$ cat src/rtl/acq_wr_monitor.sv
`default_nettype none
// ============================================================================
// Module   : acq_wr_monitor
// Purpose  : Cross-checks AXI write-beat sample counts against source sample
//            counts per acquisition channel around a trigger window.
// Revision : 1.0
// ============================================================================
module acq_wr_monitor #(
    parameter int NUM_CH = 2,
    parameter int DW     = 64,
    parameter int AW     = 32,
    parameter int CW     = 32,
    parameter int QUIET  = 16
) (
    input  logic                   clk_i,
    input  logic                   rstn_i,
    input  logic                   start_i,
    input  logic                   clear_i,
    input  logic                   trig_i,
    input  logic [CW-1:0]          post_len_i,
    input  logic [NUM_CH-1:0]      axi_awvalid_i,
    input  logic [NUM_CH-1:0]      axi_awready_i,
    input  logic [NUM_CH*AW-1:0]   axi_awaddr_i,
    input  logic [NUM_CH-1:0]      axi_wvalid_i,
    input  logic [NUM_CH-1:0]      axi_wready_i,
    input  logic [NUM_CH*DW/8-1:0] axi_wstrb_i,
    input  logic [NUM_CH-1:0]      smp_we_i,
    output logic [NUM_CH*CW-1:0]   axi_cnt_o,
    output logic [NUM_CH*CW-1:0]   smp_cnt_o,
    output logic [NUM_CH*CW-1:0]   trig_cnt_o,
    output logic [NUM_CH*AW-1:0]   trig_addr_o,
    output logic [NUM_CH-1:0]      err_strb_o,
    output logic [NUM_CH-1:0]      err_cnt_o,
    output logic [2:0]             state_o,
    output logic                   done_o
);

    localparam int c_L    = DW / 16;
    localparam int c_SW   = DW / 8;
    localparam int c_KW   = $clog2(c_L + 1);
    localparam int c_IW   = $clog2(QUIET + 1);
    localparam int c_SUMW = CW + 1;

    typedef enum logic [2:0] {
        S_IDLE  = 3'd0,
        S_ARMED = 3'd1,
        S_POST  = 3'd2,
        S_CHECK = 3'd3,
        S_DONE  = 3'd4
    } state_t;

    state_t                 r_state;
    logic [NUM_CH*CW-1:0]   r_axi_cnt, r_smp_cnt, r_trig_cnt;
    logic [NUM_CH*AW-1:0]   r_aw_addr, r_trig_addr;
    logic [NUM_CH-1:0]      r_err_strb, r_err_cnt;
    logic [c_IW-1:0]        r_idle;
    logic                   r_done;

    logic [NUM_CH*CW-1:0]   w_axi_nxt, w_smp_nxt;
    logic [NUM_CH*AW-1:0]   w_aw_nxt;
    logic [NUM_CH-1:0]      w_beat, w_bad;
    logic                   w_active, w_rest;

    assign w_active = (r_state == S_ARMED) || (r_state == S_POST) || (r_state == S_CHECK);
    assign w_rest   = (r_state == S_IDLE) || (r_state == S_DONE);

    // Legal strobe for k samples: exactly the low 2k byte lanes set.
    function automatic logic [c_SW-1:0] lane_mask(input int k);
        logic [c_SW-1:0] m;
        for (int b = 0; b < c_SW; b++) m[b] = (b < 2 * k);
        return m;
    endfunction

    for (genvar c = 0; c < NUM_CH; c++) begin : g_ch
        logic [c_SW-1:0]   w_strb;
        logic [c_KW-1:0]   w_k;
        logic              w_legal;
        logic [c_SUMW-1:0] w_axi_sum, w_smp_sum;

        assign w_strb = axi_wstrb_i[c*c_SW +: c_SW];

        always_comb begin
            w_k     = '0;
            w_legal = 1'b0;
            for (int k = 0; k <= c_L; k++) begin
                if (w_strb == lane_mask(k)) begin
                    w_k     = c_KW'(k);
                    w_legal = 1'b1;
                end
            end
        end

        assign w_beat[c]  = axi_wvalid_i[c] & axi_wready_i[c];
        assign w_bad[c]   = w_beat[c] & ~w_legal;
        assign w_axi_sum  = {1'b0, r_axi_cnt[c*CW +: CW]} +
                            ((w_beat[c] && w_active) ? c_SUMW'(w_k) : '0);
        assign w_smp_sum  = {1'b0, r_smp_cnt[c*CW +: CW]} +
                            c_SUMW'(smp_we_i[c] & w_active);
        // Carry-out means the sum passed 2^CW-1: pin at all-ones.
        assign w_axi_nxt[c*CW +: CW] = w_axi_sum[CW] ? '1 : w_axi_sum[CW-1:0];
        assign w_smp_nxt[c*CW +: CW] = w_smp_sum[CW] ? '1 : w_smp_sum[CW-1:0];
        assign w_aw_nxt[c*AW +: AW]  = (axi_awvalid_i[c] & axi_awready_i[c]) ?
                                       axi_awaddr_i[c*AW +: AW] : r_aw_addr[c*AW +: AW];
    end

    always_ff @(posedge clk_i or negedge rstn_i) begin
        if (!rstn_i) begin
            r_state     <= S_IDLE;
            r_axi_cnt   <= '0;
            r_smp_cnt   <= '0;
            r_trig_cnt  <= '0;
            r_aw_addr   <= '0;
            r_trig_addr <= '0;
            r_err_strb  <= '0;
            r_err_cnt   <= '0;
            r_idle      <= '0;
            r_done      <= 1'b0;
        end else begin
            r_aw_addr <= clear_i ? '0 : w_aw_nxt;
            if (clear_i || (w_rest && start_i)) begin
                r_axi_cnt   <= '0;
                r_smp_cnt   <= '0;
                r_trig_cnt  <= '0;
                r_trig_addr <= '0;
                r_err_strb  <= '0;
                r_err_cnt   <= '0;
                r_idle      <= '0;
                r_done      <= 1'b0;
                r_state     <= clear_i ? S_IDLE : S_ARMED;
            end else begin
                if (w_active) begin
                    r_axi_cnt  <= w_axi_nxt;
                    r_smp_cnt  <= w_smp_nxt;
                    r_err_strb <= r_err_strb | w_bad;
                end
                case (r_state)
                    S_ARMED: begin
                        // Snapshots take the post-update values of this very cycle.
                        if (trig_i) begin
                            r_trig_cnt  <= w_axi_nxt;
                            r_trig_addr <= w_aw_nxt;
                            r_state     <= S_POST;
                        end
                    end
                    S_POST: begin
                        r_idle <= '0;
                        if ((r_axi_cnt[CW-1:0] - r_trig_cnt[CW-1:0]) >= post_len_i)
                            r_state <= S_CHECK;
                    end
                    S_CHECK: begin
                        if (|w_beat) begin
                            r_idle <= '0;
                        end else begin
                            r_idle <= r_idle + c_IW'(1);
                            if (r_idle == c_IW'(QUIET - 1)) begin
                                for (int c = 0; c < NUM_CH; c++)
                                    r_err_cnt[c] <= (w_axi_nxt[c*CW +: CW] != w_smp_nxt[c*CW +: CW]);
                                r_state <= S_DONE;
                                r_done  <= 1'b1;
                            end
                        end
                    end
                    S_IDLE, S_DONE: ;
                    default: r_state <= S_IDLE;
                endcase
            end
        end
    end

    assign axi_cnt_o   = r_axi_cnt;
    assign smp_cnt_o   = r_smp_cnt;
    assign trig_cnt_o  = r_trig_cnt;
    assign trig_addr_o = r_trig_addr;
    assign err_strb_o  = r_err_strb;
    assign err_cnt_o   = r_err_cnt;
    assign state_o     = r_state;
    assign done_o      = r_done;

endmodule
`default_nettype wire

$ cat config.mk
export PLATFORM = sky130hd
export DESIGN_NAME = acq_wr_monitor
export DESIGN_NICKNAME = d
export VERILOG_FILES = /design/src/rtl/acq_wr_monitor.sv
export SDC_FILE = /design/constraint.sdc
export NUM_CORES = 1
export LEC_CHECK = 0
export ABC_AREA = 1
export BUFFER_PORTS_ARGS = -buffer_cell sky130_fd_sc_hd__clkbuf_2
export CORE_MARGIN = 2
export CORE_UTILIZATION = 44
export CTS_CLUSTER_DIAMETER = 150
export CTS_CLUSTER_SIZE = 10
export DETAILED_ROUTE_END_ITERATION = 10
export HOLD_SLACK_MARGIN = 0.12
export PLACE_DENSITY = 0.65
export SLEW_MARGIN = 20
export SYNTH_ARGS = -nofsm -noshare
export SYNTH_HDL_FRONTEND = slang
export SYNTH_SLANG_ARGS = --single-unit
$ cat constraint.sdc
create_clock -name clk_i -period 10.3 [get_ports clk_i]
set_clock_uncertainty 0.2 [all_clocks]
set_input_delay 0 -clock clk_i [delete_from_list [all_inputs] [get_ports clk_i]]
set_output_delay 0 -clock clk_i [all_outputs]
set_load 0.1 [all_outputs]
==> results by group <==
Final layout
  • Share of cells above drive strength 1: roughly 17%
  • Final nets: 3812
  • Synth-to-Final Area Change: 24.9%
  • Filler cells: between 4000 and 5000

Route
  • Post-DR wirelength/cell: 17.9 um
  • Routed vias/inst: about 5.2
  • DRC: 0
  • Initial drt markers: ~1400
  • Routed Wire Length: between 70000 and 80000 um
  • Drt pass-1 iters: 7
  • Via count: about 22000
  • Antenna-violating nets left: 0

Worst setup path
  • CP Data Arrival Time: slightly below 5 ns
  • Worst EP required: about 11 ns
  • Slowest-stage cell, CP: nand2_2
  • Delay-heaviest family, CP: simple AND/OR/NAND/NOR gates
  • Largest stage delay, worst path: 0.54 ns
  • CP Capture Type: flip-flop
  • WS Path Type: flip-flop to flip-flop
  • CP Buf/Inv Count: 4
  • Max FO, Critical Path: 35
  • R2R Setup Slk: about 5.6 ns
  • Worst setup SP type: flip-flop
  • CP Launch Point: state_o[1]
  • RR Startpoint: state_o[1]
  • Critical path's most frequent cell: nor2_1

Yosys
  • Post-Syn Area per Cell: between 7 and 8 um2
  • Post-synth EDFFs: 0
  • Sequential area share after synthesis: 38.3%
  • Largest cells by area after synthesis: dfrtp_1 (38%), nand2_1 (17%), inv_1 (6.5%), nor2_1 (6.3%), ha_1 (4.3%)
  • Ys flop type: dfrtp_1
  • Synthesis Warnings: 0
  • Netlist Area Pre-Place: 0.0217 mm2
  • Synth Instances: approximately 3000
  • Distinct cells, synth: slightly below 50
  • Yosys top cell area share: between 30% and 40%
  • Async SR Flop Fraction: 100%
  • Seq cells post-synth: around 330
  • Syn Nets: between 3000 and 4000
  • Largest area contributor in the netlist: dfrtp_1

Clocking
  • TritonCTS clock tree: done
  • CTS Buf Count: 39
  • Clock-pin transition on the worst setup and hold timing paths: 0.06 ns
  • CTS Sinks: 333
  • Clk_lat worst skew: around 0.6 ns
  • Clk buf depth: 3
  • Setup bufs post-CTS: 0
  • Clock Tree Root: clkbuf_16
  • Total number of H-tree levels: 2

STA
  • Crit path time final: approximately 4.7 ns
  • Period utilization: 45.2%
  • Setup TNS: 0 ns
  • Final WS setup: roughly 5.6 ns
  • Fmax: around 210 MHz
  • Unrepaired setup endpoints after global routing: false
  • Hold Fails Final Rpt: 0
  • Slew @ Worst Pin: approximately 1.1 ns
  • Rel. slew slack: 28.4%
  • Max-slew violation count: 0
  • Final setup viols: 0

Job
  • Max-cap violations: 0

Die
  • Die area: between 0.05 and 0.06 mm2
  • Initial Util: 44.5%
  • Io pins: slightly below 400
  • Die Y-Extent: 226 um
  • # rows: 81
  • Core ar.: approximately 0.049 mm2
  • Die X-Extent: approximately 230 um

Power and ir drop
  • Pwr Total: approximately 3.6 mW
  • Seq pwr share: between 30% and 40%
  • PD cells: between 100 and 150 mW/mm2
  • Switch Pwr: 1.33 mW
  • Comb power frac: approximately a quarter
  • Sw frac: a little under two fifths
  • Clk pwr share: between 30% and 40%
  • Internal power: ~2.2 mW
  • Max VDD drop: ~170 uV
  • Pleak: around 14 nW

GRT
  • Number of global-route vias before repair: around 22000
  • Initial antenna violation count: 2
  • GR Overflow Total: 0
  • Layer with the highest usage: met2
  • GR Util met2: 49.8%
  • Global Route met3 Usage: approximately 5.5%
  • Tot GR Track Use: between 20 and 30%
  • Largest net degree at the start of global routing: approximately 240
  • Met1 GRT Util: a little over a third
  • First-pass GRT wire length: roughly 120000 um

Placed design
  • Dpl ws: around 5.7 ns
  • Global placer's final weighted congestion: about 1
  • Detailed placement HPWL: about 55000 um
  • Buffers on Ports: 390

Outcome
  • Result of the run: completed

Min path
  • Hold_sp: axi_wvalid_i[1]
  • Hold crit path type: primary input to flip-flop
## sequential cells by signal, indices dropped and copies added, names as in the netlist
| signal | flops |
|---|---|
| r_idle | 5 |
| smp_cnt_o | 64 |
| done_o | 1 |
| err_strb_o | 2 |
| trig_addr_o | 64 |
| state_o | 3 |
| r_aw_addr | 64 |
| axi_cnt_o | 64 |
| trig_cnt_o | 64 |
| err_cnt_o | 2 |
## metal layers
layer | part of all wire, % | wire length [um] | vias up
met2 | 48 | 36500 | 712
met1 | 41 | 31400 | 10363
li1 | - | - | 10851
met5 | 0.035 | 27 | -
met3 | 6.2 | 4780 | 200
met4 | 4.9 | 3770 | 4
## power by group through the flow
stage	registers [mW]	clock network [mW]	logic, mW
after floorplan	1.68	0	0.337
after global placement	1.41	0	0.834
after detailed placement	1.41	0	0.834
after CTS	1.39	1.28	0.892
after global routing	1.39	1.33	0.958
final	1.39	1.26	0.900
## synth_stat cells (8+ instances only)
master / n
a21oi_1: 68
buf_1: 10
buf_2: 19
clkbuf_1: 56
dfrtp_1: 333
ha_1: 75
inv_1: 378
inv_2: 22
mux2_2: 64
nand2_1: 993
nand2_2: 10
nand3_1: 157
nand3_2: 18
nand3b_1: 15
nand4_1: 15
nor2_1: 362
nor2_2: 12
nor2_4: 8
nor3_1: 12
o21ai_0: 184
o22ai_1: 52
o31ai_1: 65
xnor2_1: 29
xor2_1: 42
## worst paths after layout
check	cells past startpoint	endpoint
min in group asynchronous	4	r_aw_addr[13]
setup / recovery	25	err_cnt_o[0]
hold reg to reg	2	trig_cnt_o[60]
setup reg to reg	25	err_cnt_o[0]
hold / removal	8	axi_cnt_o[32]
max in group asynchronous	5	smp_cnt_o[5]
## worst reg2reg max path, delay by kind of cell (launching register included)
| kind | cells | cell delay (ns) |
|---|---|---|
| adder cells (fa/ha/maj) | 2 | 0.64 |
| AO/OA/AOI/OAI | 1 | 0.05 |
| buffers and inverters | 4 | 0.56 |
| AND/OR/NAND/NOR | 18 | 2.67 |
| flip-flops | 1 | 0.44 |
## layout by cell type, fill, tap and decap left out, drive strengths merged, types with 4 or more instances in the layout
master	instances
nand2	1008
clkbuf	428
inv	403
nor2	384
dfrtp	333
o21ai	191
dlygate4sd3	181
nand3	178
ha	75
a21oi	69
o31ai	65
mux2	64
o22ai	52
xor2	42
xnor2	29
nand4	15
nand3b	15
buf	14
nor3	12
clkinv	8
o21bai	7
nor4	6
a31oi	5
a32o	4
## timing repair
action,4_1_cts,5_1_grt
endpoints found under the hold margin,533,0
setup endpoints to repair,0,0
hold buffers,182,0
resized for setup,0,0
## cells by family after synthesis
| logic type | share of synthesized area, % |
|---|---|
| AO/OA/AOI/OAI | 10.8 |
| flip-flops | 38.3 |
| adder cells (fa/ha/maj) | 4.59 |
| buffers and inverters | 8.97 |
| XOR/XNOR | 2.86 |
| multiplexers | 3.36 |
| AND/OR/NAND/NOR | 31.1 |
## through the flow
stage	hold WS [ns]	instances	cell area, um2	util (%)
after floorplan	-0.496	3074	21700	-
after global placement	-0.185	4048	24200	49.6
after detailed placement	-0.186	4048	24200	49.6
after CTS	0.148	4273	27100	55.6
after global routing	0.225	4273	27100	55.6
final	0.145	4274	27100	55.6
## final cells by class
class                      instances  area (um2)  share of cell area, %
antenna                            1        2.50                0.00922
clock buffer                      39         976                   3.60
clock inverter                     4        78.8                  0.290
inverter                         407        1530                   5.64
multi-input combinational       2242       11500                   42.3
sequential                       333        8330                   30.7
tap                              664         831                   3.06
timing repair buffer             584        3910                   14.4
Power figures use the tool's default switching activity.
